--- config.mk ---
export PLATFORM = sky130hd
export DESIGN_NAME = acc_capture_sequencer
export DESIGN_NICKNAME = d
export VERILOG_FILES = /design/src/rtl/acc_capture_sequencer.sv
export SDC_FILE = /design/constraint.sdc
export NUM_CORES = 1
export LEC_CHECK = 0
export CAP_MARGIN = 20
export CORE_MARGIN = 2
export CORE_UTILIZATION = 56
export CTS_CLUSTER_SIZE = 25
export DETAILED_ROUTE_END_ITERATION = 10
export PLACE_DENSITY_LB_ADDON = 0.05
export REMOVE_ABC_BUFFERS = 1
export SLEW_MARGIN = 10
export SYNTH_ARGS = -nofsm -noshare
export SYNTH_HDL_FRONTEND = slang
export SYNTH_SLANG_ARGS = --single-unit
--- constraint.sdc ---
create_clock -name clk -period 5.8 [get_ports clk]
set_input_delay 1.16 -clock clk [delete_from_list [all_inputs] [get_ports clk]]
set_output_delay 1.16 -clock clk [all_outputs]
set_load 0.02 [all_outputs]
--- src/rtl/acc_capture_sequencer.sv ---
// acc_capture_sequencer
//   Run-control sequencer for the accumulator datapath (counter, four I/Q
//   accumulators, serializer). It accepts one capture command per valid/ready
//   handshake, loads the down-sampling ratio, holds the datapath in clear while
//   it settles, counts accumulation frames, waits for the serializer to drain
//   and then pulses done.
//
// Ports
//   clk            system clock
//   reset          asynchronous reset, active-low
//   cmd_valid      capture command present
//   cmd_ready      high only while idle; command accepted on cmd_valid & cmd_ready
//   cmd_ds_ratio   requested down-sampling ratio (values below 2 are rejected)
//   cmd_num_frames frames to capture; 0 = continuous until abort
//   abort          level; stops the current capture
//   frame_valid    one-cycle pulse per completed accumulation frame
//   ser_busy       serializer is still shifting out a frame
//   ds_ratio       down-sampling ratio driven to the datapath
//   acc_clear      active-high clear for counter and accumulators
//   busy           capture in progress (any state except idle)
//   frame_count    frames counted in the current or last capture
//   done           one-cycle pulse at the end of a capture
//   aborted        capture ended by abort; valid from done until next accept
//   cmd_err        one-cycle pulse: command rejected
module acc_capture_sequencer #(
  parameter int ACC_WIDTH     = 16,
  parameter int FRAME_WIDTH   = 16,
  parameter int SETTLE_CYCLES = 4,
  parameter int DEFAULT_RATIO = 16
) (
  input  logic                   clk,
  input  logic                   reset,
  input  logic                   cmd_valid,
  output logic                   cmd_ready,
  input  logic [ACC_WIDTH-1:0]   cmd_ds_ratio,
  input  logic [FRAME_WIDTH-1:0] cmd_num_frames,
  input  logic                   abort,
  input  logic                   frame_valid,
  input  logic                   ser_busy,
  output logic [ACC_WIDTH-1:0]   ds_ratio,
  output logic                   acc_clear,
  output logic                   busy,
  output logic [FRAME_WIDTH-1:0] frame_count,
  output logic                   done,
  output logic                   aborted,
  output logic                   cmd_err
);

  localparam logic [2:0] IDLE   = 3'd0;
  localparam logic [2:0] LOAD   = 3'd1;
  localparam logic [2:0] SETTLE = 3'd2;
  localparam logic [2:0] RUN    = 3'd3;
  localparam logic [2:0] DRAIN  = 3'd4;
  localparam logic [2:0] DONE   = 3'd5;

  localparam int SETTLE_W = (SETTLE_CYCLES > 1) ? $clog2(SETTLE_CYCLES) : 1;

  logic [2:0]             stateReg;
  logic [ACC_WIDTH-1:0]   dsRatioReg;
  logic [ACC_WIDTH-1:0]   ratioLatchReg;
  logic [FRAME_WIDTH-1:0] numFramesReg;
  logic [FRAME_WIDTH-1:0] frameCountReg;
  logic [SETTLE_W-1:0]    settleCntReg;
  logic                   accClearReg;
  logic                   doneReg;
  logic                   abortedReg;
  logic                   cmdErrReg;

  logic [FRAME_WIDTH-1:0] frameCountNext;
  logic                   targetReached;

  // Saturating frame counter increment; the target compare uses the
  // incremented value so the last frame moves straight to DRAIN.
  always_comb begin
    frameCountNext = frameCountReg;
    if (frameCountReg != '1) begin
      frameCountNext = frameCountReg + 1'b1;
    end
    targetReached = (numFramesReg != '0) && (frameCountNext == numFramesReg);
  end

  always_ff @(posedge clk or negedge reset) begin
    if (!reset) begin
      stateReg      <= IDLE;
      dsRatioReg    <= ACC_WIDTH'(DEFAULT_RATIO);
      ratioLatchReg <= ACC_WIDTH'(DEFAULT_RATIO);
      numFramesReg  <= '0;
      frameCountReg <= '0;
      settleCntReg  <= '0;
      accClearReg   <= 1'b1;
      doneReg       <= 1'b0;
      abortedReg    <= 1'b0;
      cmdErrReg     <= 1'b0;
    end else begin
      doneReg   <= 1'b0;
      cmdErrReg <= 1'b0;
      case (stateReg)
        IDLE: begin
          accClearReg <= 1'b1;
          if (cmd_valid) begin
            if (cmd_ds_ratio < ACC_WIDTH'(2)) begin
              cmdErrReg <= 1'b1;
            end else begin
              ratioLatchReg <= cmd_ds_ratio;
              numFramesReg  <= cmd_num_frames;
              frameCountReg <= '0;
              abortedReg    <= 1'b0;
              stateReg      <= LOAD;
            end
          end
        end
        LOAD: begin
          dsRatioReg  <= ratioLatchReg;
          accClearReg <= 1'b1;
          if (abort) begin
            abortedReg <= 1'b1;
            doneReg    <= 1'b1;
            stateReg   <= DONE;
          end else begin
            settleCntReg <= SETTLE_W'(SETTLE_CYCLES - 1);
            stateReg     <= SETTLE;
          end
        end
        SETTLE: begin
          if (abort) begin
            abortedReg <= 1'b1;
            doneReg    <= 1'b1;
            stateReg   <= DONE;
          end else if (settleCntReg == '0) begin
            accClearReg <= 1'b0;
            stateReg    <= RUN;
          end else begin
            settleCntReg <= settleCntReg - 1'b1;
          end
        end
        RUN: begin
          accClearReg <= 1'b0;
          // A frame arriving with abort is still counted.
          if (frame_valid) begin
            frameCountReg <= frameCountNext;
          end
          if (abort) begin
            abortedReg <= 1'b1;
            stateReg   <= DRAIN;
          end else if (frame_valid && targetReached) begin
            stateReg <= DRAIN;
          end
        end
        DRAIN: begin
          if (!ser_busy) begin
            accClearReg <= 1'b1;
            doneReg     <= 1'b1;
            stateReg    <= DONE;
          end
        end
        DONE: begin
          accClearReg <= 1'b1;
          stateReg    <= IDLE;
        end
        default: begin
          accClearReg <= 1'b1;
          stateReg    <= IDLE;
        end
      endcase
    end
  end

  assign cmd_ready   = (stateReg == IDLE);
  assign busy        = (stateReg != IDLE);
  assign ds_ratio    = dsRatioReg;
  assign acc_clear   = accClearReg;
  assign frame_count = frameCountReg;
  assign done        = doneReg;
  assign aborted     = abortedReg;
  assign cmd_err     = cmdErrReg;

endmodule

==> results.sh, run 1 <==
export IMPL_clock_latency_ns=0.36
export IMPL_areaGrowthSynthToFinish_pct=24.6
export IMPL_num_antenna_cells=0
export IMPL_cap_viol_max_count=0
export IMPL_initial_core_util_pct=57.8
export IMPL_cts_tree="yes"
export IMPL_crit_path_start_kind="flop"
export IMPL_synth_common_cells="nand2_1, dfrtp_1, nor2_1"
export IMPL_postSynthCellCount=427
export IMPL_wl_met1_um=4250
export IMPL_route_detailed_drc=0
export IMPL_nets=534
export IMPL_postCtsSetupRepairBufs=0
export IMPL_regToRegStartpoint="frame_count[0]"
export IMPL_power_mw=2.16
export IMPL_cp_required_ns=4.64
export IMPL_clockRootBuffer="clkbuf_8"
export IMPL_yosys_area_share_simple_pct=26.5
export IMPL_htree_levels=3
export IMPL_grt_max_degree=74
export IMPL_synth_xor_area_share_pct=4.94
export IMPL_hpwl_um=6590
export IMPL_period_needed_ns=3.41
export IMPL_ys_ff_latch=73
export IMPL_grt_pass1_vias=3201
export IMPL_yosysWarnings=0
export IMPL_period_share_pct=58.8
export IMPL_gp_congestion=0.928
export IMPL_postRouteAntennaNets=0
export IMPL_gr_total_overflow=0
export IMPL_wl_met3_um=799
export IMPL_holdBufCountCts=0
export IMPL_p_comb_share_pct=40.1
export IMPL_highest_layer="met4"
export IMPL_ys_seq_area_share_pct=46.9
export IMPL_fill_cells=541
export IMPL_power_density_mw_per_mm2=445
export IMPL_wire_per_inst_um=16.5
export IMPL_avgSynthCellArea_um2=9.14
export IMPL_row_count=30
export IMPL_ys_types=53
export IMPL_hold_viol=0
export IMPL_post_place_ws_ns=2.51
export IMPL_cp_startpoint="stateReg[1]"
export IMPL_cp_end_kind="output pin"
export IMPL_numPortBuffers=75
export IMPL_clk_path_buf_depth=2
export IMPL_cts_made_buffers=9
export IMPL_yosysMostFrequentCell="nand2_1"
export IMPL_place_area_mm2=0.00466
export IMPL_final_cell_area_mm2=0.00486
export IMPL_num_vias=3390
export IMPL_cp_max_fo=16
export IMPL_path_clk_slew_ns=0.08
export IMPL_synthesis_area_mm2=0.00390
export IMPL_die_w_um=87.5
export IMPL_drt_iter0_drc=281
export IMPL_rsz0062_at_grt="false"
export IMPL_skew_ns=0.0121
export IMPL_synth_edff_count=0
export IMPL_drive_gt1_share_pct=11.4
export IMPL_wl_um=9570
export IMPL_first_pass_iters=5
export IMPL_synthTopCellsByArea="dfrtp_1, nand2_1, mux2_2, xnor2_1, nor2_1"
export IMPL_io_pins=76
export IMPL_synth_fa_ha_area_share_pct=0.641
export IMPL_hp_class="flop to flop"
export IMPL_regArea_mm2=0.00183
export IMPL_p_int_mw=1.33
export IMPL_setup_ws_ns=2.39
export IMPL_power_switching_mw=0.831
export IMPL_core_area_mm2=0.00676
export IMPL_synth_mux_area_share_pct=5.38
export IMPL_netlist_area_leader_share_pct=44.9
export IMPL_viasPerCell=5.85
export IMPL_grt_total_usage_pct=26.9
export IMPL_power_share_clock_pct=19.3
export IMPL_met2_length_um=4390
export IMPL_p_sw_share_pct=38.4
export IMPL_fp_dieArea_mm2=0.00765
export IMPL_fmax_ghz=0.293
export IMPL_synth_async_reset_ratio_pct=100
export IMPL_tightest_slew_ns=0.915
export IMPL_synth_flop_cell="dfrtp_1"
export IMPL_ir_worst_vdd_uv=296
export IMPL_grt_pass1_wl_um=15800
export IMPL_finalSetupViolCount=0
export IMPL_relSlewSlack_pct=39.0
export IMPL_chipHeight_um=87.5
export IMPL_worstSetupPathType="flop to output pin"
export IMPL_p_leak_nw=2.17
export IMPL_yosysTopAreaCell="dfrtp_1"
export IMPL_status="completed"
export IMPL_synth_compound_area_share_pct=11.7
export IMPL_antenna_found_initial=0
export IMPL_cts_sinks=73
export IMPL_cts_resized=0
export IMPL_power_frac_seq_pct=40.6
export IMPL_multi_input_area_mm2=0.00193
export IMPL_cp_arrival_ns=2.25
export IMPL_synth_top_family_by_area="simple AND/OR/NAND/NOR gates"
export IMPL_maxSlewViolCount=0
export IMPL_holdCritStartpoint="ratioLatchReg[4]"
export IMPL_setup_tns_ns=0
[cell families after synthesis]
group / Yosys count
multiplexers: 19
flip-flops: 73
AND/OR/NAND/NOR: 210
adder cells (fa/ha/maj): 2
AO/OA/AOI/OAI: 72
buffers and inverters: 29
XOR/XNOR: 22
[worst max-delay path, stage by stage (launching register included)]
cell and delay [ns]:
dfrtp_1 0.57, nor3_1 0.59, clkdlybuf4s50_1 0.72
[stage by stage]
| stage | cells | hold slack (ns) | util, % |
|---|---|---|---|
| 2_1_floorplan | 403 | 0.437 | - |
| 3_3_place_gp | 563 | 0.450 | 69.0 |
| 3_5_place_dp | 563 | 0.450 | 69.0 |
| 4_1_cts | 579 | 0.464 | 72.0 |
| 5_1_grt | 579 | 0.495 | 72.0 |
| 6_report | 579 | 0.463 | 72.0 |
[registers in the layout, indices dropped and copies added, names as in the netlist]
name           count
aborted            1
acc_clear          1
cmd_err            1
done               1
ds_ratio          16
frame_count       16
numFramesReg      16
ratioLatchReg     16
settleCntReg       2
stateReg           3
[final timing paths]
| kind | endpoint | slack (ns) | depth (start not counted) |
|---|---|---|---|
| max reg2reg | stateReg[1] | 2.88 | 8 |
| min in group asynchronous | frame_count[7] | 0.99 | 2 |
| max | cmd_ready | 2.39 | 2 |
| max in group asynchronous | frame_count[3] | 4.19 | 2 |
| min reg2reg | ratioLatchReg[4] | 0.46 | 2 |
| min | ratioLatchReg[4] | 0.46 | 2 |
[power groups by stage]
stage | combinational [mW] | clock (mW) | sequential, mW
final | 0.868 | 0.416 | 0.878
after global routing | 0.960 | 0.442 | 0.906
after CTS | 0.872 | 0.420 | 0.877
after detailed placement | 0.867 | 0 | 0.884
after global placement | 0.846 | 0 | 0.877
after floorplan | 0.486 | 0 | 0.915
[routing by layer]
| layer | vias to the layer above | track usage (%) |
|---|---|---|
| li1 | 1628 | - |
| met1 | 1627 | 37.4 |
| met2 | 123 | 39.1 |
| met3 | 12 | 8.72 |
| met4 | 0 | 10.3 |
| met5 | - | 0 |
[cell usage in the layout (no fill, tap or decap), types with 4 or more instances in the layout]
cell,count
a21oi_1,22
a31oi_1,4
buf_4,5
clkbuf_8,10
clkdlybuf4s50_1,74
dfrtp_1,70
inv_1,5
mux2_2,16
nand2_1,112
nand3_1,11
nand4_1,12
nor2_1,30
nor3_1,6
nor4_1,8
o21ai_0,22
o31ai_1,5
xnor2_1,13
xor2_1,9
[final cells by class]
type / count / area share (%)
multi-input cells: 325 / 39.6
well taps: 80 / 2.06
clock inverters: 6 / 1.34
inverters: 5 / 0.386
repair buffers: 80 / 16.1
flip-flops and latches: 73 / 37.6
clock buffers: 10 / 2.83
(Power assumes the default switching activity.)
==> run 2: changes to the inputs <==
Settings changed: CORE_UTILIZATION 56 to 52.
Clock period 5.8 ns to 3.4 ns, I/O delays scaled along.
==> results.sh, run 2 (synthesis gave the netlist of run 1 again) <==
export IMPL_crit_family="simple AND/OR/NAND/NOR gates"
export IMPL_cts_tree="yes"
export IMPL_clock_latency_ns=0.34
export IMPL_slowest_stage="dfrtp_1"
export IMPL_crit_end="stateReg[1]"
export IMPL_holdBufCountCts=0
export IMPL_hpwl_um=7090
export IMPL_grt_max_degree=38
export IMPL_grt_pass1_vias=3235
export IMPL_hp_class="input port to asynchronous set/reset pin"
export IMPL_power_mw=3.77
export IMPL_fill_cells=623
export IMPL_die_w_um=90.6
export IMPL_critPathMostFrequentCell="a21oi_1"
export IMPL_wl_um=10200
export IMPL_postCtsSetupRepairBufs=0
export IMPL_final_cell_area_mm2=0.00493
export IMPL_clockRootBuffer="clkbuf_8"
export IMPL_initial_core_util_pct=53.8
export IMPL_htree_levels=3
export IMPL_tightest_slew_ns=0.741
export IMPL_cts_resized=0
export IMPL_worstPathCellList="ha_1 > nand3_1 > nor4_4 > a21oi_1 > a21oi_1 > o2111ai_1 > nor4_2 > a21oi_1"
export IMPL_post_place_ws_ns=0.370
export IMPL_period_needed_ns=2.79
export IMPL_crit_cells=8
export IMPL_status="completed"
export IMPL_setup_ws_ns=0.614
export IMPL_reg2reg_depth=8
export IMPL_place_area_mm2=0.00472
export IMPL_core_area_mm2=0.00725
export IMPL_chipHeight_um=90.6
export IMPL_power_density_mw_per_mm2=764
export IMPL_maxSlewViolCount=0
export IMPL_ir_worst_vdd_uv=512
export IMPL_grt_total_usage_pct=25.8
export IMPL_mostFrequentLayoutCell="nand2_1"
export IMPL_route_detailed_drc=0
export IMPL_num_antenna_cells=0
export IMPL_drive_gt1_share_pct=11.7
export IMPL_clk_path_buf_depth=2
export IMPL_dp_cells=587
export IMPL_grt_pass1_wl_um=16700
export IMPL_cts_sinks=73
export IMPL_row_count=31
export IMPL_p_leak_nw=2.19
export IMPL_crit_path_start_kind="flop"
export IMPL_skew_ns=0.0116
export IMPL_worstSetupPathType="flop to flop"
export IMPL_hold_viol=0
export IMPL_cap_viol_max_count=0
export IMPL_rrSetupSlack_ns=0.61
export IMPL_cp_startpoint="frame_count[1]"
export IMPL_rsz0062_at_grt="false"
export IMPL_gp_congestion=0.895
export IMPL_wire_per_inst_um=16.8
export IMPL_cp_max_fo=9
export IMPL_path_buf_inv=0
export IMPL_antenna_found_initial=0
export IMPL_nets=539
export IMPL_gr_total_overflow=0
export IMPL_drt_iter0_drc=232
export IMPL_finalSetupViolCount=0
export IMPL_fin_util_pct=68.0
export IMPL_path_clk_slew_ns=0.08
export IMPL_stdcell_count=603
export IMPL_viasPerCell=5.71
export IMPL_cp_end_kind="flop"
export IMPL_io_pins=76
export IMPL_cts_made_buffers=9
export IMPL_num_vias=3441
export IMPL_period_share_pct=81.9
export IMPL_r2r_end="stateReg[1]"
export IMPL_areaGrowthSynthToFinish_pct=26.3
export IMPL_numPortBuffers=75
export IMPL_postRouteAntennaNets=0
export IMPL_layout_common_cells="nand2_1, clkdlybuf4s50_1, dfrtp_1"
export IMPL_fmax_ghz=0.359
export IMPL_cp_required_ns=3.61
export IMPL_regToRegStartpoint="frame_count[1]"
export IMPL_first_pass_iters=5
export IMPL_cp_arrival_ns=3.00
export IMPL_slowest_delay_ns=0.49
export IMPL_relSlewSlack_pct=50.4
export IMPL_fp_dieArea_mm2=0.00822
-- run 2: changes by cell type in the layout (fill, tap and decap cells not counted) --
cell,change
clkinv_4,-1
clkbuf_1,+3
clkbuf_8,-1
buf_4,+5
clkinv_2,-2
bufinv_16,+1
-- run 2: cell type report --
class | count | area, um2 | share of cell area (%)
Clock buffer | 12 | 135 | 2.74
Clock inverter | 4 | 76.3 | 1.55
Inverter | 5 | 18.8 | 0.381
Multi-Input combinational cell | 325 | 1930 | 39.1
Sequential cell | 73 | 1830 | 37.1
Tap cell | 99 | 124 | 2.51
Timing Repair Buffer | 85 | 821 | 16.6
-- run 2: worst reg2reg max path: cells and delay by family (launching register included) --
family	cells	cell delay, ns
flops	1	0.49
compound gates	4	0.59
fa+ha+maj	1	0.40
simple gates	3	1.18
-- run 2: worst min-delay path by stage --
stage / startpoint / endpoint / slack (ns) / depth (start not counted)
after floorplan: reset / aborted / 0.38 / 0
after global placement: ratioLatchReg[4] / ratioLatchReg[4] / 0.45 / 2
after detailed placement: ratioLatchReg[8] / ratioLatchReg[8] / 0.46 / 2
after CTS: reset / frame_count[9] / 0.40 / 1
after global routing: reset / frame_count[10] / 0.44 / 1
final: reset / frame_count[9] / 0.39 / 1
-- run 2: layer usage --
| layer | vias up | part of all wire [%] | global-route usage, % | wire, um |
|---|---|---|---|---|
| met3 | 15 | 7.2 | 4.09 | 727 |
| li1 | 1629 | - | - | - |
| met5 | - | 0 | 0 | 0 |
| met4 | 0 | 1.4 | 9.87 | 140 |
| met2 | 130 | 46 | 39.6 | 4670 |
| met1 | 1667 | 45 | 36.8 | 4620 |
-- run 2: power by group --
group	internal, mW	switching [mW]
logic	0.731	0.784
clock network	0.418	0.334
registers	1.20	0.304
total	2.35	1.42
-- run 2: through the flow --
stage / hold WS, ns / TNS (ns)
6_report: 0.389 / 0
5_1_grt: 0.441 / 0
4_1_cts: 0.395 / 0
3_5_place_dp: 0.458 / 0
3_3_place_gp: 0.446 / 0
2_1_floorplan: 0.384 / -0.426
==> run 3: changes to the inputs <==
Settings changed: CORE_UTILIZATION 52 to 47.
Clock period 3.4 ns to 2.35 ns, I/O delays scaled along.
==> results.sh, run 3 (synthesis gave the netlist of run 1 again) <==
export IMPL_num_antenna_cells=0
export IMPL_initial_core_util_pct=48.0
export IMPL_cap_viol_max_count=0
export IMPL_clk_path_buf_depth=2
export IMPL_mostFrequentLayoutCell="nand2_1"
export IMPL_route_detailed_drc=0
export IMPL_worstPathCellList="ha_1 > and3_2 > nand4_1 > buf_4 > nand3_1 > xnor2_1 > nand2_1 > nor4_2 > buf_4 > o41ai_1"
export IMPL_reg2reg_depth=10
export IMPL_hold_viol=0
export IMPL_fp_dieArea_mm2=0.00905
export IMPL_clock_latency_ns=0.36
export IMPL_cp_required_ns=2.58
export IMPL_fin_util_pct=64.8
export IMPL_rsz0062_at_grt="true"
export IMPL_post_place_ws_ns=-0.199
export IMPL_io_pins=76
export IMPL_period_needed_ns=2.29
export IMPL_nets=575
export IMPL_fmax_ghz=0.436
export IMPL_wl_um=10500
export IMPL_crit_cells=10
export IMPL_numPortBuffers=75
export IMPL_fill_cells=684
export IMPL_period_share_pct=97.5
export IMPL_hpwl_um=7680
export IMPL_dp_cells=627
export IMPL_maxSlewViolCount=0
export IMPL_first_pass_iters=4
export IMPL_grt_pass1_vias=3399
export IMPL_slowest_stage="dfrtp_1"
export IMPL_drive_gt1_share_pct=19.6
export IMPL_ir_worst_vdd_uv=686
export IMPL_skew_ns=0.0135
export IMPL_status="completed"
export IMPL_cts_made_buffers=9
export IMPL_finalSetupViolCount=0
export IMPL_gr_total_overflow=0
export IMPL_p_leak_nw=2.39
export IMPL_grt_total_usage_pct=24.5
export IMPL_cp_max_fo=6
export IMPL_gp_congestion=0.934
export IMPL_cts_tree="yes"
export IMPL_power_density_mw_per_mm2=1070
export IMPL_cp_arrival_ns=2.53
export IMPL_grt_pass1_wl_um=16900
export IMPL_stdcell_count=645
export IMPL_hp_class="input port to asynchronous set/reset pin"
export IMPL_chipHeight_um=95.1
export IMPL_setup_ws_ns=0.0579
export IMPL_postRouteAntennaNets=0
export IMPL_slowest_delay_ns=0.40
export IMPL_relSlewSlack_pct=69.5
export IMPL_whs_ns=0.0389
export IMPL_holdBufCountCts=0
export IMPL_layout_common_cells="nand2_1, clkdlybuf4s50_1, dfrtp_1"
export IMPL_crit_family="simple AND/OR/NAND/NOR gates"
export IMPL_htree_levels=3
export IMPL_tightest_slew_ns=0.453
export IMPL_setup_tns_ns=0
export IMPL_num_vias=3505
export IMPL_clockRootBuffer="clkbuf_8"
export IMPL_critPathMostFrequentCell="buf_4"
export IMPL_grt_max_degree=42
export IMPL_wire_per_inst_um=16.2
export IMPL_path_clk_slew_ns=0.09
export IMPL_core_area_mm2=0.00813
export IMPL_areaGrowthSynthToFinish_pct=35.0
export IMPL_drt_iter0_drc=217
export IMPL_crit_path_start_kind="flop"
export IMPL_worstSetupPathType="flop to flop"
export IMPL_row_count=33
export IMPL_die_w_um=95.1
export IMPL_antenna_found_initial=0
export IMPL_cp_end_kind="flop"
export IMPL_path_buf_inv=2
export IMPL_viasPerCell=5.43
export IMPL_cts_sinks=73
[run 3: changes by cell type in the layout (fill, tap and decap cells not counted), sizes merged]
cell	change
clkinv	+3
inv	+1
buf	+36
clkinvlp	-1
clkbuf	-3
[run 3: report_power, final]
group | switching, mW | total (mW) | internal (mW)
combinational | 1.27 | 2.43 | 1.16
clock | 0.547 | 1.16 | 0.611
sequential | 0.342 | 2.07 | 1.73
total | 2.16 | 5.67 | 3.50
[run 3: worst paths after layout]
check	endpoint	slack [ns]	from
setup / recovery	stateReg[0]	0.06	frame_count[0]
hold / removal	frame_count[5]	0.04	reset
setup reg to reg	stateReg[0]	0.06	frame_count[0]
hold reg to reg	ratioLatchReg[4]	0.47	ratioLatchReg[4]
max in group asynchronous	frame_count[11]	1.71	reset
min in group clk	ratioLatchReg[4]	0.47	ratioLatchReg[4]
[run 3: metal layers]
layer	share of wire (%)	global-route usage [%]	up-vias	routed length [um]
met1	46	34.2	1671	4780
met3	6.8	5.22	14	709
met2	46	38.4	114	4820
li1	-	-	1706	-
met4	1.4	6.88	0	149
met5	0	0	-	0
[run 3: repair_timing]
action	in CTS	in global routing
buffers inserted	0	2
endpoints found under the setup margin	0	4
resized for setup	0	8
[run 3: metrics by stage]
| stage | instance area [um2] | total power [mW] |
|---|---|---|
| after floorplan | 3770 | 3.46 |
| after global placement | 5000 | 4.43 |
| after detailed placement | 5000 | 4.49 |
| after CTS | 5230 | 5.65 |
| after global routing | 5270 | 6.04 |
| final | 5270 | 5.67 |
[run 3: final cells by class]
class / instances / area, um2 / area share, %
inverters: 5 / 18.8 / 0.356
clock buffers: 9 / 124 / 2.35
repair buffers: 121 / 1110 / 21.0
flip-flops and latches: 73 / 1830 / 34.8
well taps: 105 / 131 / 2.49
clock inverters: 7 / 103 / 1.95
multi-input cells: 325 / 1950 / 37.1
[run 3: worst reg2reg max path, cell delays in order, from the launching register on]
cell,delay (ns)
dfrtp_1,0.40
ha_1,0.24
and3_2,0.27
nand4_1,0.14
buf_4,0.15
nand3_1,0.11
xnor2_1,0.24
nand2_1,0.10
nor4_2,0.30
buf_4,0.17
o41ai_1,0.06
==> variant 1: new RTL, settings of run 2 <==
Change the parameter `FRAME_WIDTH` from 16 to 32.
--- a/src/rtl/acc_capture_sequencer.sv
+++ b/src/rtl/acc_capture_sequencer.sv
@@ -24,7 +24,7 @@
 //   cmd_err        one-cycle pulse: command rejected
 module acc_capture_sequencer #(
   parameter int ACC_WIDTH     = 16,
-  parameter int FRAME_WIDTH   = 16,
+  parameter int FRAME_WIDTH   = 32,
   parameter int SETTLE_CYCLES = 4,
   parameter int DEFAULT_RATIO = 16
 ) (
Ports: changed (resized cmd_num_frames and frame_count); port bits go from 76 to 108. No check against the original RTL was run, so the function may have changed too.
==> variant 1 against run 2 <==
Wire length grew 100%. Non-clock buffer count grew 66. Cell area grew 60%. Sequential cell count grew 32. First-iteration DRC count grew to 3.2 times the old value. Utilization grew 0.82 points. Total power grew 47%. Synthesized area grew 57%. Synthesized cell count grew 49%. Setup slack lost 0.46 ns. Critical path type unchanged. Critical endpoint unchanged.
==> variant 1: results (changes against run 2) <==
Cells and area:
- The count of non-CTS buffers in the layout came to 151 (was 85).
- The sequential cell area is 0.002634 mm^2 (was 0.001831 mm^2).
- The number of clock buffers in the layout is 10 (was 12).
- The proportion of final cell area spent on non-clock buffers was 17.98% (was 16.64%).
- The layout inverter count without the clock tree is 13 (was 5).
- The number of nets in the finished design came to 810 (was 539).
- The number of multi-input combinational cells came to 474 (was 325).
- The fraction of final layout cells sized beyond drive strength 1 is 19.10% (was 11.71%).
- The total non-filler cell area in the finished layout is 0.007891 mm^2 (was 0.004932 mm^2).
- The number of fillers in the final layout was 903 (was 623).

Global route:
- The met3 track demand over resource in global routing is 9.071% (was 4.090%).
- The met2 demand-to-capacity share in global routing is 53.29% (was 39.61%).
- The largest net degree at the start of global routing is 84 (was 38).
- The met1 global-route usage was 41.14% (was 36.83%).
- The global-route usage over all layers is 32.54% (was 25.77%).

Worst setup path:
- The depth of the worst register-to-register path was 11 (was 8).
- The signal arrival time at the worst endpoint is 3.48 ns (was 3.00 ns).

Drt:
- The iteration-0 DRC count of the detailed router is 752 (was 232).
- The iteration count of the initial detailed-routing pass came to 6 (was 5).
- The sum of met2 wire segment lengths after detailed routing is 9712 um (was 4669 um).
- The detailed-route wire length per cell is 22.63 um (was 16.84 um).
- The routed via count divided by cell count is 6.512 (was 5.706).
- The routed metal-1 wire length is 7979 um (was 4618 um).
- The met3 routed wirelength came to 1956 um (was 727 um).

Synth:
- The mean area per synthesized cell is 9.665 um^2 (was 9.142 um^2).
- Top area cells in the synthesized netlist: dfrtp_1, mux2_2, o21ai_0 (was dfrtp_1, nand2_1, mux2_2).
- List of most frequent post-synthesis cells: dfrtp_1, mux2_2, nand2_1, o21ai_0, nor2_1 (was nand2_1, dfrtp_1, nor2_1, a21oi_1, o21ai_0).
- The count of unique library cells instantiated by Yosys is 66 (was 53).
- The share of synthesized area occupied by flip-flops and latches is 42.87% (was 46.89%).

Clock tree:
- The clock insertion delay at the later pin of the skew report is 0.36 ns (was 0.34 ns).
- The total number of clock tree sinks was 105 (was 73).

Power:
- The peak ir drop on the vdd network was 0.6278 mV (was 0.5124 mV).
- The part of the total power dissipated in the clock network is 20.3% (was 20.0%).
- The standby leakage power was 3.147 nW (was 2.190 nW).
- The power per cell area was 703.4 mW/mm^2 (was 763.9 mW/mm^2).
- The combinational group share of total power is 40.9% (was 40.2%).
- The switching power is 2.091 mW (was 1.423 mW).

Run status:
- Run status: finished clean (unchanged).

STA:
- The worst-case clock skew came to 0.008706 ns (was 0.01156 ns).

Placed design:
- The routability-driven placement congestion ratio was 1.012 (was 0.8951).
- The minimum setup slack after placement is 0.07044 ns (was 0.3703 ns).
- The count of buffers inserted at the top-level ports is 107 (was 75).
variant 1: cell count changes in the layout (fill, tap and decap cells not counted), sizes merged, moves of 11 or more:
cell and delta:
nor4 +12, mux2 +50, clkdlybuf4s50 +32, nand4 +12, xor2 +12, buf +34
o21ai +27, nand2 -58, dfrtp +32, inv +11
variant 1: worst max-delay path, cell delays in order, from the launching register on:
cell and delay, ns:
dfrtp_2 0.44, ha_1 0.18, buf_4 0.14, nand3_1 0.20, or4_1 0.63, or3_4 0.44
nand3b_1 0.11, nand4_1 0.07, nor4_1 0.32, o2111ai_1 0.24, nor3_2 0.25, a21oi_1 0.10
variant 1: logic make-up (layout without fill, tap and decap cells):
logic type,after synthesis,after routing,synth area share [%]
AND/OR/NAND/NOR,222,222,19.74
AO/OA/AOI/OAI,140,140,14.80
flip-flops,105,105,42.87
multiplexers,68,68,12.44
buffers and inverters,56,180,3.751
XOR/XNOR,42,42,5.994
adder cells (fa/ha/maj),2,2,0.4077
==> variant 2: new RTL, settings of run 2 <==
Without the edit above. Register the output `frame_count` once more, without a reset; this adds one clock of latency there. The other outputs are not delayed to match.
--- a/src/rtl/acc_capture_sequencer.sv
+++ b/src/rtl/acc_capture_sequencer.sv
@@ -169,7 +169,9 @@
   assign busy        = (stateReg != IDLE);
   assign ds_ratio    = dsRatioReg;
   assign acc_clear   = accClearReg;
-  assign frame_count = frameCountReg;
+  always_ff @(posedge clk) begin
+    frame_count <= frameCountReg;
+  end
   assign done        = doneReg;
   assign aborted     = abortedReg;
   assign cmd_err     = cmdErrReg;
Formal check against the unedited RTL: not equivalent (a bounded check fails within 10 cycles, from zero or initial values and one cycle with reset low).
==> variant 2 against run 2 <==
Sequential share of layout area increased by 3.5 points. Total power increased by 3.5%. Synthesized area increased by 9.6%. Sequential cell count increased by 16. Wire length increased by 0.88%. Setup slack got worse by 0.23 ns. Cell area increased by 7.3%. Count of clock-buffer cells in the layout decreased by 2. Critical endpoint is now stateReg[2]$_DFFE_PN0P_. Critical path depth unchanged. Largest power group is now sequential cells.
==> variant 2: results (changes against run 2) <==
Run status:
- Run status: finished clean (unchanged).

Cells and area:
- The number of fillers in the final layout is 707 (was 623).
- The number of nets in the finished design came to 557 (was 539).
- The fraction of final layout cells sized beyond drive strength 1 is 10.92% (was 11.71%).

Synth:
- The count of unique library cells instantiated by Yosys is 65 (was 53).
- List of most frequent post-synthesis cells: nand2_1, dfrtp_1, nor2_1, o21ai_0 (was nand2_1, dfrtp_1, nor2_1, a21oi_1, o21ai_0).
- The share of synthesized registers carrying an async set or reset is 82.02% (was 100.0%).
- The share of synthesized area occupied by flip-flops and latches was 50.26% (was 46.89%).
- Top area cells in the synthesized netlist: dfrtp_1, nand2_1, dfxtp_1 (was dfrtp_1, nand2_1, mux2_2).

Drt:
- The final wirelength is 10250 um (was 10160 um).
- The via count was 3585 (was 3441).
- The iteration-0 DRC count of the detailed router was 192 (was 232).

Global route:
- The largest net degree at the start of global routing is 74 (was 38).
- The number of antenna violations at the first check in global routing is 0 (unchanged).
- The global-route wire length before repair came to 16960 um (was 16660 um).
- The via count of the first global-routing pass came to 3324 (was 3235).
- The global-route usage over all layers is 24.65% (was 25.77%).

Placed design:
- The count of buffers inserted at the top-level ports is 75 (unchanged).
- The routability-driven placement congestion ratio came to 0.9430 (was 0.8951).
- The cell area reported after detailed placement is 0.005112 mm^2 (was 0.004721 mm^2).
- The detailed placement HPWL is 7314 um (was 7087 um).
- The minimum setup slack after placement is 0.4393 ns (was 0.3703 ns).

Worst setup path:
- The signal arrival time at the worst endpoint is 3.31 ns (was 3.00 ns).
- The endpoint of the most critical register-to-register path is stateReg[2]$_DFFE_PN0P_ (was stateReg[1]$_DFFE_PN0P_).
- The depth of the worst register-to-register path is 8 (unchanged).
- The delay of the slowest cell on the worst path was 0.51 ns (was 0.49 ns).
- The internal reg-to-reg setup slack was 0.38 ns (was 0.61 ns).
- The worst reg2reg path startpoint is frameCountReg[0]$_DFFE_PN0P_ (was frame_count[1]$_DFFE_PN0P_).
- The slowest library cell on the worst path is or4b_1 (was dfrtp_1).

Power:
- The standby leakage power is 2.270 nW (was 2.190 nW).
- The cell-internal power came to 2.423 mW (was 2.345 mW).
- The peak ir drop on the vdd network is 0.5132 mV (was 0.5124 mV).

STA:
- The actual transition at the worst max-transition pin came to 0.9090 ns (was 0.7410 ns).
- The worst-case clock skew is 0.01371 ns (was 0.01156 ns).

Worst hold path:
- The worst min-delay path class is reg -> reg (was in -> async).
- The cell count of the worst hold path is 2.
- The destination of the worst hold path is ratioLatchReg[4]$_DFFE_PN1P_.

Clock tree:
- The clock insertion delay at the later pin of the skew report is 0.36 ns (was 0.34 ns).
- The clock-pin slew reported for the worst setup and hold paths after clock tree synthesis is 0.10 ns (was 0.08 ns).
## variant 2: worst min-delay path: stages (launching register included)
cell and delay (ns):
dfstp_2 0.38, nand2_1 0.05, nand2_1 0.05
## variant 2: worst max path at each step
stage                                 startpoint                            to  slack (ns)  depth (start not counted)
global placement    frameCountReg[0]$_DFFE_PN0P_       stateReg[2]$_DFFE_PN0P_        0.50                          8
finish              frameCountReg[0]$_DFFE_PN0P_       stateReg[2]$_DFFE_PN0P_        0.38                          8
detailed placement  frameCountReg[0]$_DFFE_PN0P_       stateReg[2]$_DFFE_PN0P_        0.44                          8
global route        frameCountReg[0]$_DFFE_PN0P_       stateReg[2]$_DFFE_PN0P_        0.20                          8
CTS                 frameCountReg[0]$_DFFE_PN0P_       stateReg[2]$_DFFE_PN0P_        0.40                          8
floorplan                stateReg[0]$_DFFE_PN0P_  frameCountReg[0]$_DFFE_PN0P_       -0.18                          6
## variant 2: final cells by class
| class | count | area (um^2) | share of cell area (%) |
|---|---|---|---|
| Tap cell | 105 | 131.4 | 2.482 |
| Multi-Input combinational cell | 326 | 2002 | 37.83 |
| Inverter | 10 | 37.54 | 0.7092 |
| Clock buffer | 10 | 137.6 | 2.600 |
| Timing Repair Buffer | 81 | 790.8 | 14.94 |
| Sequential cell | 89 | 2151 | 40.64 |
| Clock inverter | 6 | 42.54 | 0.8038 |
## variant 2: cell families after synthesis
group,share of synthesized area [%]
AOI/OAI and AO/OA,12.11
xor gates and xnor gates,3.480
and+or+nand+nor,24.30
DFF,50.26
adders and majority gates,0.5847
muxes,6.140
buffers and inverters,3.129
## variant 2: per-layer routing
| metal | GRT usage (%) | share of wire (%) |
|---|---|---|
| met3 | 3.911 | 5.0 |
| met1 | 36.00 | 46 |
| met4 | 9.420 | 2.1 |
| met2 | 37.00 | 47 |
| met5 | 0 | 0 |
## variant 2: metrics by stage
stage / hold WS [ns] / utilization (%) / std cells
2_1_floorplan: 0.3844 / - / 425
3_5_place_dp: 0.4568 / 63.17 / 611
4_1_cts: 0.4764 / 65.40 / 627
6_report: 0.4749 / 65.40 / 627
3_3_place_gp: 0.4463 / 63.17 / 611
5_1_grt: 0.4885 / 65.40 / 627
## variant 2: power groups by stage
stage / Sequential (mW) / Combinational [mW] / Clock [mW]
2_1_floorplan: 1.78 / 0.854 / 0
4_1_cts: 1.70 / 1.55 / 0.687
3_5_place_dp: 1.72 / 1.54 / 0
5_1_grt: 1.75 / 1.70 / 0.737
6_report: 1.70 / 1.53 / 0.669
3_3_place_gp: 1.70 / 1.51 / 0
